File: src/rtl/audio_player_mc.sv
`timescale 1ns/1ps
`default_nettype none
// ============================================================================
//  Module      : audio_player_mc
//  Description : Multi-channel music player. Beat clock, play/pause/stop/loop
//                sequencing, N tone PWM generators and a PMOD amplifier mixer.
//                ibeat addresses an external score ROM that returns per-channel
//                tone periods.
//  Revision    : 1.0 - initial release
// ============================================================================
module audio_player_mc #(
    parameter int CHANNELS = 2,
    parameter int BEAT_W   = 8,
    parameter int PER_W    = 20,
    parameter int DUTY_W   = 10
) (
    input  logic                      clk,
    input  logic                      reset,
    input  logic                      start,
    input  logic                      pause,
    input  logic                      stop,
    input  logic                      loop_en,
    input  logic [BEAT_W-1:0]         song_len,
    input  logic [PER_W-1:0]          beat_div,
    input  logic [CHANNELS*PER_W-1:0] tone_period,
    input  logic [DUTY_W-1:0]         volume,
    input  logic [CHANNELS-1:0]       mute,
    input  logic                      gain_hi,
    output logic [BEAT_W-1:0]         ibeat,
    output logic                      playing,
    output logic                      done,
    output logic [CHANNELS-1:0]       pwm_ch,
    output logic                      pmod_1,
    output logic                      pmod_2,
    output logic                      pmod_4
);

    localparam logic [PER_W-1:0] C_ONE = {{(PER_W-1){1'b0}}, 1'b1};
    localparam logic [PER_W-1:0] C_TWO = {{(PER_W-2){1'b0}}, 2'b10};

    typedef enum logic [1:0] {
        S_IDLE  = 2'd0,
        S_PLAY  = 2'd1,
        S_PAUSE = 2'd2
    } state_t;

    state_t              state_q, state_d;
    logic [BEAT_W-1:0]   ibeat_q, ibeat_d;
    logic [PER_W-1:0]    beat_cnt_q, beat_cnt_d;
    logic                done_q, done_d;
    logic                reload_q, reload_d;
    logic [CHANNELS-1:0] pwm_q, pwm_d;
    logic                pmod1_q;
    logic [PER_W-1:0]    div_eff;
    logic                beat_wrap;
    logic                start_play;

    // A zero divider would never wrap, so it behaves as one cycle per beat.
    assign div_eff   = (beat_div == '0) ? C_ONE : beat_div;
    // >= keeps the counter bounded if beat_div shrinks mid-beat.
    assign beat_wrap = (beat_cnt_q >= (div_eff - C_ONE));

    // Sequencer next state: stop beats start beats pause; beat ticks in PLAY.
    always_comb begin
        state_d    = state_q;
        ibeat_d    = ibeat_q;
        beat_cnt_d = beat_cnt_q;
        done_d     = 1'b0;
        start_play = 1'b0;
        if (stop) begin
            state_d    = S_IDLE;
            ibeat_d    = '0;
            beat_cnt_d = '0;
        end else if (start && (state_q == S_IDLE)) begin
            state_d    = S_PLAY;
            ibeat_d    = '0;
            beat_cnt_d = '0;
            start_play = 1'b1;
        end else if (start && (state_q == S_PAUSE)) begin
            state_d = S_PLAY;
        end else if (pause && (state_q == S_PLAY)) begin
            state_d = S_PAUSE;
        end else if (state_q == S_PLAY) begin
            if (beat_wrap) begin
                beat_cnt_d = '0;
                // A song_len below the current beat counts as the song end.
                if (ibeat_q < song_len) begin
                    ibeat_d = ibeat_q + 1'b1;
                end else if (loop_en) begin
                    ibeat_d = '0;
                end else begin
                    state_d = S_IDLE;
                    ibeat_d = '0;
                    done_d  = 1'b1;
                end
            end else begin
                beat_cnt_d = beat_cnt_q + C_ONE;
            end
        end
        // Tone periods are re-sampled one clock after ibeat moves or play begins.
        reload_d = start_play || (ibeat_d != ibeat_q);
    end

    // Sequencer registers.
    always_ff @(posedge clk or posedge reset) begin
        if (reset) begin
            state_q    <= S_IDLE;
            ibeat_q    <= '0;
            beat_cnt_q <= '0;
            done_q     <= 1'b0;
            reload_q   <= 1'b0;
        end else begin
            state_q    <= state_d;
            ibeat_q    <= ibeat_d;
            beat_cnt_q <= beat_cnt_d;
            done_q     <= done_d;
            reload_q   <= reload_d;
        end
    end

    for (genvar c = 0; c < CHANNELS; c++) begin : g_ch
        logic [PER_W-1:0]        period_q;
        logic [PER_W-1:0]        tcnt_q, tcnt_d;
        logic [PER_W+DUTY_W-1:0] product;
        logic [PER_W-1:0]        high_time;

        // Full-width product so that the shift keeps every significant bit.
        assign product   = {{DUTY_W{1'b0}}, period_q} * {{PER_W{1'b0}}, volume};
        assign high_time = product[PER_W+DUTY_W-1:DUTY_W];
        // Periods below two are rests and hold the counter at zero.
        assign tcnt_d    = reload_q                           ? '0 :
                           (period_q < C_TWO)                 ? '0 :
                           (tcnt_q >= (period_q - C_ONE))     ? '0 :
                                                                tcnt_q + C_ONE;
        assign pwm_d[c]  = (state_q == S_PLAY) && (period_q >= C_TWO) &&
                           (tcnt_q < high_time);

        // Period register and free-running tone counter for this voice.
        always_ff @(posedge clk or posedge reset) begin
            if (reset) begin
                period_q <= '0;
                tcnt_q   <= '0;
            end else begin
                if (reload_q) begin
                    period_q <= tone_period[c*PER_W +: PER_W];
                end
                tcnt_q <= tcnt_d;
            end
        end
    end

    // Registered PWM outputs and the muted mix one stage behind them.
    always_ff @(posedge clk or posedge reset) begin
        if (reset) begin
            pwm_q   <= '0;
            pmod1_q <= 1'b0;
        end else begin
            pwm_q   <= pwm_d;
            pmod1_q <= |(pwm_q & ~mute);
        end
    end

    assign ibeat   = ibeat_q;
    assign playing = (state_q == S_PLAY);
    assign done    = done_q;
    assign pwm_ch  = pwm_q;
    assign pmod_1  = pmod1_q;
    assign pmod_2  = gain_hi;
    assign pmod_4  = (state_q != S_IDLE);

endmodule
`default_nettype wire
File: config.mk
export PLATFORM = sky130hd
export DESIGN_NAME = audio_player_mc
export DESIGN_NICKNAME = d
export VERILOG_FILES = /design/src/rtl/audio_player_mc.sv
export SDC_FILE = /design/constraint.sdc
export NUM_CORES = 1
export LEC_CHECK = 0
export BUFFER_PORTS_ARGS = -buffer_cell sky130_fd_sc_hd__buf_2
export CAP_MARGIN = 15
export CORE_UTILIZATION = 60
export CTS_BUF_LIST = sky130_fd_sc_hd__clkbuf_4 sky130_fd_sc_hd__clkbuf_8 sky130_fd_sc_hd__clkbuf_16
export CTS_CLUSTER_SIZE = 14
export DETAILED_ROUTE_END_ITERATION = 10
export GPL_ROUTABILITY_DRIVEN = 0
export HOLD_SLACK_MARGIN = 0.15
export MAX_ROUTING_LAYER = met4
export PLACE_DENSITY = 0.84
export REMOVE_ABC_BUFFERS = 1
export SYNTH_ARGS = -nofsm -noshare
export SYNTH_HDL_FRONTEND = slang
export SYNTH_SLANG_ARGS = --single-unit
File: constraint.sdc
create_clock -name clk -period 9.05 [get_ports clk]
set_clock_uncertainty 0.1 [all_clocks]
set_input_delay 0.4525 -clock clk [delete_from_list [all_inputs] [get_ports clk]]
set_output_delay 0.4525 -clock clk [all_outputs]
set_load 0.01 [all_outputs]
==> flow_metrics.tcl <==
set metrics [dict create \
    netlist_area_mm2 0.0201 \
    r2r-start "g_ch[0].period_q[7]" \
    r2r_slack_ns 1.75 \
    ys_top_cells_by_count "326 x inv_1, 293 x nand2_1, 282 x fa_1" \
    clk_pin_slew_ns 0.06 \
    fin_crit_ns 7.34 \
    multi_input_area_mm2 0.0156 \
    dp_hpwl_um 34900 \
    finalNetCount 2925 \
    slowest_stage "buf_2" \
    drv_slew 0 \
    worstSetupEndpointType "flip-flop" \
    ys_seq_area_frac 0.143 \
    synth-seq-cells 115 \
    grt_setup_unrepaired "false" \
    grt_pass1_vias 16900 \
    routed_wl_um 48200 \
    fp.dieH_um 185 \
    fin_crit_sh 0.811 \
    arrival_ns 7.63 \
    cp_top_family "adder cells" \
    timing.slew.headroom 0.352 \
    port_buffers 99 \
    path_buf_inv 6 \
    cts-resized-gates 0 \
    post-synth-top-count-cell "inv_1" \
    fin_tns_setup_ns 0 \
    run_status "complete, no violations" \
    grt_max_degree 72 \
    cts.sinks 115 \
    rows 66 \
    register_area_mm2 0.00288 \
    ant_nets 0 \
    die-width_um 185 \
    setup_violations 0 \
    r2r-end "pwm_ch[0]" \
    netlist.area_leader.share 0.281 \
    drc 0 \
    reg2reg_depth 27 \
    via_per_inst 5.80 \
    area_delta_synth_final_pct 8.74 \
    synthFlopType "dfrtp_1" \
    track_usage 0.312 \
    dieArea_mm2 0.0342 \
    synth_area_leaders "fa_1 28%, ha_1 15%, dfrtp_1 14%" \
    insertedDiodeCount 0 \
    clock_tree.root_cell "clkbuf_16" \
    cp.required_ns 9.34 \
    worst-setup-path-type "primary input to flip-flop" \
    worst_slew_pin_slew_ns 0.972 \
    startpoint_type "primary input" \
    dr_total_vias 16100 \
    hold_end "state_q[1]" \
    antenna_found_initial 0 \
    max-cap-violations 0 \
    wl_per_cell_um 17.4 \
    max_clock_freq_ghz 0.136 \
    dr.pass1.iters 5 \
    final_layout_size_suffix_gt1_frac 0.0794 \
    cts_buffers 17 \
    hold_path_class "primary input to flip-flop" \
    synth_edf_count 0 \
    io_pins 102 \
    hold_viol_final 0 \
    ys_warn_count 0 \
    grt_pass1_wl_um 81300 \
    grt_overflow 0 \
    max_stage_delay_ns 0.69 \
    yosysTopAreaCell "fa_1" \
    crit_path_max_fanout 40 \
    fillers 2493 \
    core_area_mm2 0.0327 \
    htreeDepth 4 \
    first_iter_violations 1135 \
    synthDistinctLibCells 63 \
    syn-mean-instance-area_um2 8.93 \
    postSynthCellCount 2247 \
    clkLatencyLatePin_ns 0.46 \
    min_delay_path_depth 4 \
    ys_async_sr_fraction 1.00 \
    worstHoldStart "start" \
    cts_tree "built" \
    clk_path_buf_depth 2 \
    start_util 0.613 \
]
==> layer usage <==
metal | up-vias | part of all wire | GRT usage
met5 | - | 0 | -
met4 | 0 | 0.030 | 0.127
met3 | 130 | 0.072 | 0.0488
li1 | 7263 | - | -
met2 | 667 | 0.49 | 0.511
met1 | 8022 | 0.41 | 0.386
==> flip-flops by register name, summed over array words and instances (netlist names) <==
name           flops
g_ch.period_q     40
g_ch.tcnt_q       40
beat_cnt_q        20
ibeat              8
pwm_ch             2
state_q            2
done               1
pmod_1             1
reload_q           1
==> kinds of logic (layout without fill, tap and decap cells) <==
kind of cell / count (synthesis) / after routing / share of synthesized area
AOI/OAI and AO/OA: 198 / 198 / 0.0635
xor gates and xnor gates: 151 / 151 / 0.0659
adders and majority gates: 522 / 522 / 0.431
buffers and inverters: 421 / 503 / 0.0794
DFF: 115 / 115 / 0.143
muxes: 38 / 38 / 0.0212
and+or+nand+nor: 802 / 802 / 0.195
==> how the worst max path moves through the flow <==
stage	endpoint	start	depth (start not counted)	slack [ns]
3_3_place_gp	pwm_ch[1]	volume[3]	30	1.60
5_1_grt	pwm_ch[1]	g_ch[1].period_q[5]	27	1.25
4_1_cts	pwm_ch[0]	g_ch[0].period_q[7]	27	1.79
6_report	pwm_ch[0]	volume[3]	30	1.71
2_1_floorplan	pwm_ch[1]	g_ch[1].period_q[1]	26	2.57
3_5_place_dp	pwm_ch[0]	volume[3]	28	1.37
==> cell type report <==
| type | instances | share of cell area |
|---|---|---|
| sequential | 115 | 0.132 |
| tap | 442 | 0.0254 |
| multi-input combinational | 1711 | 0.715 |
| clock buffer | 18 | 0.0201 |
| timing repair buffer | 145 | 0.0435 |
| clock inverter | 14 | 0.00809 |
| inverter | 326 | 0.0562 |
==> repair_timing <==
item / in CTS / in global routing
buffers inserted: 0 / 0
hold buffers: 43 / 0
setup endpoints to repair: 0 / 0
endpoints found under the hold margin: 86 / 0
==> through the flow <==
stage	cells	setup WS, ns	utilization	instance area (um2)	hold WS (ns)
after floorplan	2152	2.57	-	19700	0.388
after global placement	2696	1.60	0.635	20800	0.432
after detailed placement	2696	1.37	0.635	20800	0.441
after CTS	2771	1.79	0.667	21800	0.156
after global routing	2771	1.25	0.667	21800	0.174
final	2771	1.71	0.667	21800	0.174
==> cells in the final DEF (no fill, tap or decap), types with 15 or more instances in the layout <==
cell type	Yosys	layout
nand2b_1	22	22
nor4_1	15	15
dfrtp_1	115	114
clkbuf_16	0	17
a21oi_1	59	59
and3_1	22	22
a21o_1	35	35
buf_2	6	99
xnor2_1	81	81
nor3_1	31	31
nand4_1	24	24
nand3_1	46	46
mux2_2	36	36
xor2_1	70	70
ha_1	240	240
nand2_1	293	293
and2_1	184	184
o21ai_0	39	39
dlygate4sd3_1	0	43
fa_1	282	282
inv_1	326	325
nor2_1	123	123
==> tightest hold or removal path, cell delays in order <==
cell	delay, ns
buf_2	0.09
inv_1	0.05
nand2_1	0.05
a21oi_1	0.05
Power is not shown: default switching activity piles up to over one toggle a cycle in this logic, so the estimate is an artifact.
